`config.mk`:
```
export PLATFORM = sky130hd
export DESIGN_NAME = bcd_rr_arbiter_flat
export DESIGN_NICKNAME = d
export VERILOG_FILES = /design/src/rtl/bcd_rr_arbiter_if.sv /design/src/rtl/bcd_rr_arbiter.sv /design/src/flat_wrapper.sv
export SDC_FILE = /design/constraint.sdc
export NUM_CORES = 1
export LEC_CHECK = 0
export ABC_AREA = 1
export CAP_MARGIN = 30
export CORE_ASPECT_RATIO = 1.4
export CORE_MARGIN = 4
export CORE_UTILIZATION = 60
export CTS_CLUSTER_DIAMETER = 40
export DETAILED_ROUTE_END_ITERATION = 10
export MAX_ROUTING_LAYER = met4
export PLACE_DENSITY = 0.83
export SKIP_LAST_GASP = 1
export SLEW_MARGIN = 20
export SYNTH_ARGS = -nofsm -noshare
export SYNTH_HDL_FRONTEND = slang
export SYNTH_SLANG_ARGS = --single-unit
```
`constraint.sdc`:
```
create_clock -name i_clk -period 4.75 [get_ports i_clk]
set_input_delay 1.1875 -clock i_clk [delete_from_list [all_inputs] [get_ports i_clk]]
set_output_delay 1.1875 -clock i_clk [all_outputs]
set_load 0.05 [all_outputs]
```
`src/rtl/bcd_rr_arbiter_if.sv`:
```
// rtl/bcd_rr_arbiter_if.sv - grant handshake bundle for bcd_rr_arbiter (i_lock present with BCD_ARB_LOCK_EN)
interface bcd_rr_arbiter_if #(
    parameter int N_REQ = 10
);
    logic             i_en;
    logic [N_REQ-1:0] i_req;
    logic             i_ready;
`ifdef BCD_ARB_LOCK_EN
    logic             i_lock;
`endif
    logic             o_valid;
    logic [N_REQ-1:0] o_gnt;
    logic [3:0]       o_idx;
    logic             o_busy;

`ifdef BCD_ARB_LOCK_EN
    modport slave  (input  i_en, i_req, i_ready, i_lock, output o_valid, o_gnt, o_idx, o_busy);
    modport master (output i_en, i_req, i_ready, i_lock, input  o_valid, o_gnt, o_idx, o_busy);
`else
    modport slave  (input  i_en, i_req, i_ready, output o_valid, o_gnt, o_idx, o_busy);
    modport master (output i_en, i_req, i_ready, input  o_valid, o_gnt, o_idx, o_busy);
`endif
endinterface

```
`src/rtl/bcd_rr_arbiter.sv`:
```
// rtl/bcd_rr_arbiter.sv - round-robin arbiter issuing one-hot + BCD index grants over valid/ready
// Optional burst lock of the last-served pointer is enabled by defining BCD_ARB_LOCK_EN.
module bcd_rr_arbiter #(
    parameter int N_REQ   = 10,
    parameter int RST_PTR = 9
) (
    input  logic         i_clk,
    input  logic         i_rst_n,
    bcd_rr_arbiter_if.slave bus
);
    typedef enum logic {S_IDLE, S_GRANT} state_t;

    localparam logic [4:0] LP_N = 5'(N_REQ);

    state_t           r_state, w_nxt_state;
    logic [3:0]       r_ptr, w_nxt_ptr;
    logic [N_REQ-1:0] r_gnt, w_nxt_gnt;
    logic [3:0]       r_idx, w_nxt_idx;

    logic [15:0]      w_req_ext;
    logic [4:0]       w_sum;
    logic [4:0]       w_pos;
    logic             w_found;
    logic [3:0]       w_win;
    logic             w_hold_ptr;

    assign w_req_ext = 16'(bus.i_req);

`ifdef BCD_ARB_LOCK_EN
    assign w_hold_ptr = bus.i_lock;
`else
    assign w_hold_ptr = 1'b0;
`endif

    // Scan ptr+1, ptr+2, ... modulo N_REQ; first set request wins.
    always_comb begin
        w_found = 1'b0;
        w_win   = '0;
        w_sum   = '0;
        w_pos   = '0;
        for (int k = 1; k <= N_REQ; k++) begin
            w_sum = {1'b0, r_ptr} + 5'(k);
            w_pos = (w_sum >= LP_N) ? (w_sum - LP_N) : w_sum;
            if (!w_found && w_req_ext[w_pos[3:0]]) begin
                w_found = 1'b1;
                w_win   = w_pos[3:0];
            end
        end
    end

    always_comb begin
        w_nxt_state = r_state;
        w_nxt_ptr   = r_ptr;
        w_nxt_gnt   = r_gnt;
        w_nxt_idx   = r_idx;
        case (r_state)
            S_IDLE: begin
                w_nxt_gnt = '0;
                w_nxt_idx = '0;
                if (bus.i_en && w_found) begin
                    w_nxt_state = S_GRANT;
                    w_nxt_gnt   = {{(N_REQ-1){1'b0}}, 1'b1} << w_win;
                    w_nxt_idx   = w_win;
                end
            end
            S_GRANT: begin
                if (bus.i_ready) begin
                    w_nxt_state = S_IDLE;
                    w_nxt_gnt   = '0;
                    w_nxt_idx   = '0;
                    if (!w_hold_ptr) begin
                        w_nxt_ptr = r_idx;
                    end
                end
            end
            default: begin
                w_nxt_state = S_IDLE;
                w_nxt_gnt   = '0;
                w_nxt_idx   = '0;
            end
        endcase
    end

    always_ff @(posedge i_clk or negedge i_rst_n) begin
        if (!i_rst_n) begin
            r_state <= S_IDLE;
            r_ptr   <= 4'(RST_PTR);
            r_gnt   <= '0;
            r_idx   <= '0;
        end else begin
            r_state <= w_nxt_state;
            r_ptr   <= w_nxt_ptr;
            r_gnt   <= w_nxt_gnt;
            r_idx   <= w_nxt_idx;
        end
    end

    assign bus.o_valid = (r_state == S_GRANT);
    assign bus.o_busy  = (r_state == S_GRANT);
    assign bus.o_gnt   = r_gnt;
    assign bus.o_idx   = r_idx;
endmodule

```
`src/flat_wrapper.sv`:
```
// flat-port wrapper written by rule: the top's interface ports become plain ports
module bcd_rr_arbiter_flat 
#(
    parameter int N_REQ   = 10,
    parameter int RST_PTR = 9
)
  (i_clk, i_rst_n, bus_i_en, bus_i_req, bus_i_ready, bus_o_valid, bus_o_gnt, bus_o_idx, bus_o_busy);
  bcd_rr_arbiter_if #(.N_REQ(N_REQ)) bus_i ();
  input  logic i_clk;
  input  logic i_rst_n;
  input wire logic [$bits(bus_i.i_en)-1:0] bus_i_en;
  input wire logic [$bits(bus_i.i_req)-1:0] bus_i_req;
  input wire logic [$bits(bus_i.i_ready)-1:0] bus_i_ready;
  output wire logic [$bits(bus_i.o_valid)-1:0] bus_o_valid;
  output wire logic [$bits(bus_i.o_gnt)-1:0] bus_o_gnt;
  output wire logic [$bits(bus_i.o_idx)-1:0] bus_o_idx;
  output wire logic [$bits(bus_i.o_busy)-1:0] bus_o_busy;
  assign bus_i.i_en = bus_i_en;
  assign bus_i.i_req = bus_i_req;
  assign bus_i.i_ready = bus_i_ready;
  assign bus_o_valid = bus_i.o_valid;
  assign bus_o_gnt = bus_i.o_gnt;
  assign bus_o_idx = bus_i.o_idx;
  assign bus_o_busy = bus_i.o_busy;
  bcd_rr_arbiter #(.N_REQ(N_REQ), .RST_PTR(RST_PTR)) u_core (.i_clk(i_clk), .i_rst_n(i_rst_n), .bus(bus_i));
endmodule
```
==> impl_results.md <==
* NumNets Final at 614
* Synthesized area at 3330 sq um
* Synthesis Warnings at 0
* DR vias/cell at 5.86
* Post-Synth Adder-Cell Area at 8.87%
* Initial core utilization at 63.1%
* Sequential element share of the synthesized area at 14.4%
* Die width at 71.0 um
* Syn_nets at 586
* Final Cycle Share at 91.7%
* Worst hold path type: reg2reg
* Die Y at 96.1 um
* FP Rows at 31
* Ant. Diodes at 0
* Setup Crit Path Kind: reg2reg
* Die area at 6820 sq um
* Clock root buffer master: clkbuf_8
* Min cycle time layout at 4.36 ns
* Latest clock arrival within the worst-skew pair at 0.26 ns
* Drt drc at 0
* Routed WL at 10000 um
* Antenna violations before repair at 0
* Total gr overflow at 0
* Synth Area per Inst at 6.06 sq um
* Main combinational cell family by area after synthesis: simple AND/OR/NAND/NOR gates
* Ports at 30
* Number of buffers added on ports at 29
* Maximum clock rate at 229 MHz
* Post-synthesis sequential element count at 19
* Final hold vios at 0
* Vias in the first global route at 3721
* RSZ-0062 raised after global routing: no
* First-pass GRT wire length at 16500 um
* CTS tree: yes
* Critical-path maximum fanout at 30
* Mux contribution to synthesized area at 0%
* Clock transition at the registers of the reported paths at 0.07 ns
* Final setup viols at 0
* Total GRT Usage at 30.7%
* CTS max path bufs at 2
* Layout cells sized above 1 at 13.7%
* Crit path DAT at 4.51 ns
* Setup crit start kind: flip-flop
* Area added between synthesis and finish at 11.3%
* Most common cell after layout, fill and taps aside: nand2_1
* Number of hold buffers added after CTS at 0
* Worst clock skew at 0.00275 ns
* Post-Synth XOR/XNOR Area at 2.37%
* Commonest non-fill, non-tap cells in the layout: nand2_1 (162), nand3_1 (76), inv_1 (64), nor2_1 (34), clkdlybuf4s50_1 (29)
* Vias at 3762
* Initial drt markers at 267
* TritonCTS Buffers at 3
* CP Capture Type: flip-flop
* Status: finished clean
* Worst Path Required at 4.90 ns
* Worst-Margin Slew at 0.834 ns
* Clock sink total at 19
* Max_cap viols at 0
* Wire per inst at 15.6 um
* Core area at 5280 sq um
* Post-CTS setup buffers at 0
* Gp weighted congestion at 0.970
* Resize count post-CTS at 0
* Final ANT Viol Nets at 0
* Post-DP HPWL at 8100 um
* H-Tree Depth at 1
* DRT Pass-1 Iters at 6
* Synth cell types at 45
* Simple logic cell fraction of the synthesized area at 50.9%
* Complex-gate fraction of the synthesized area at 11.9%
* Setup TNS at 0 ns
* Slew headroom at 44.2%
* Slew Viols, Final at 0
* Pin count of the biggest net entering global routing at 31
* Mapped Cells at 549
-- cells in the mapped netlist (all sizes together) --
cell	instances	area, sq um
o22ai	3	18.8
nand2	182	777
xor2	5	70.1
and2	1	8.76
dfrtp	17	425
nand3b	4	30.0
o211ai	3	22.5
inv	79	307
o21ai	48	267
nand4	20	138
o21a	1	7.51
o21bai	1	18.8
nand3	86	488
a31oi	3	18.8
ha	22	275
buf	9	68.8
fa	1	20.0
nor3	4	30.0
dfstp	2	52.6
nor2	45	216
clkinv	2	7.51
clkbuf	1	3.75
xnor2	1	8.76
or2	1	6.26
a21oi	8	43.8
-- registers in the layout (all words and copies together) (netlist names) --
name,count
u_core.bus.o_gnt,10
u_core.bus.o_busy,1
u_core.bus.o_idx,4
u_core.r_ptr,4
-- metal layers --
metal,wire [um],up-vias,global-route usage (%)
met1,3940,1703,32.5
met2,4990,172,55.4
li1,-,1843,-
met3,493,44,1.46
met4,570,0,20.2
met5,0,-,-
-- cells by family after synthesis --
logic type	Yosys count
AND/OR/NAND/NOR	343
buffers and inverters	91
AO/OA/AOI/OAI	67
adder cells (fa/ha/maj)	23
flip-flops	19
XOR/XNOR	6
-- cell type report --
cell class	count	area [sq um]
fill	493	1570
clock buffer	4	45.0
multi-input combinational	439	2460
sequential	19	478
tap	66	82.6
timing repair buffer	33	320
inverter	81	314
-- final timing paths --
kind | start | to | cells past startpoint | slack, ns
max | u_core.r_ptr[0] | u_core.bus.o_gnt[4] | 24 | 0.39
min | u_core.bus.o_gnt[4] | u_core.bus.o_gnt[4] | 2 | 0.48
max reg2reg | u_core.r_ptr[0] | u_core.bus.o_gnt[4] | 24 | 0.39
min reg2reg | u_core.bus.o_gnt[4] | u_core.bus.o_gnt[4] | 2 | 0.48
max in group asynchronous | i_rst_n | u_core.bus.o_gnt[7] | 1 | 2.83
min in group asynchronous | i_rst_n | u_core.bus.o_gnt[4] | 1 | 1.41
-- stage by stage --
stage	hold slack [ns]	utilization (%)	std cells	area (sq um)	setup slack, ns
5_1_grt	0.509	70.2	642	3700	0.0580
4_1_cts	0.482	70.2	642	3700	0.422
3_3_place_gp	0.462	69.4	638	3660	0.500
6_report	0.484	70.2	642	3700	0.393
3_5_place_dp	0.464	69.4	638	3660	0.457
2_1_floorplan	0.661	-	549	3330	1.09
-- worst max-delay path, stage by stage (launching register included) --
cell     delay (ns)
dfstp_2        0.55
buf_4          0.34
ha_1           0.32
inv_1          0.06
nand2_1        0.09
nand2_2        0.12
inv_1          0.18
ha_1           0.26
nand2_1        0.13
nand2_1        0.08
nand2_1        0.09
o21ai_0        0.47
inv_1          0.11
o21ai_0        0.10
o22ai_1        0.11
o21ai_2        0.22
inv_1          0.15
nor3_2         0.25
nand2_1        0.12
nand2_2        0.15
inv_2          0.08
nand3_2        0.14
inv_2          0.05
nand2_1        0.06
nand2_1        0.05
Power is left out: the tool's default activity adds up to more than one toggle a clock period on the data nets, which glitch-free logic cannot reach.
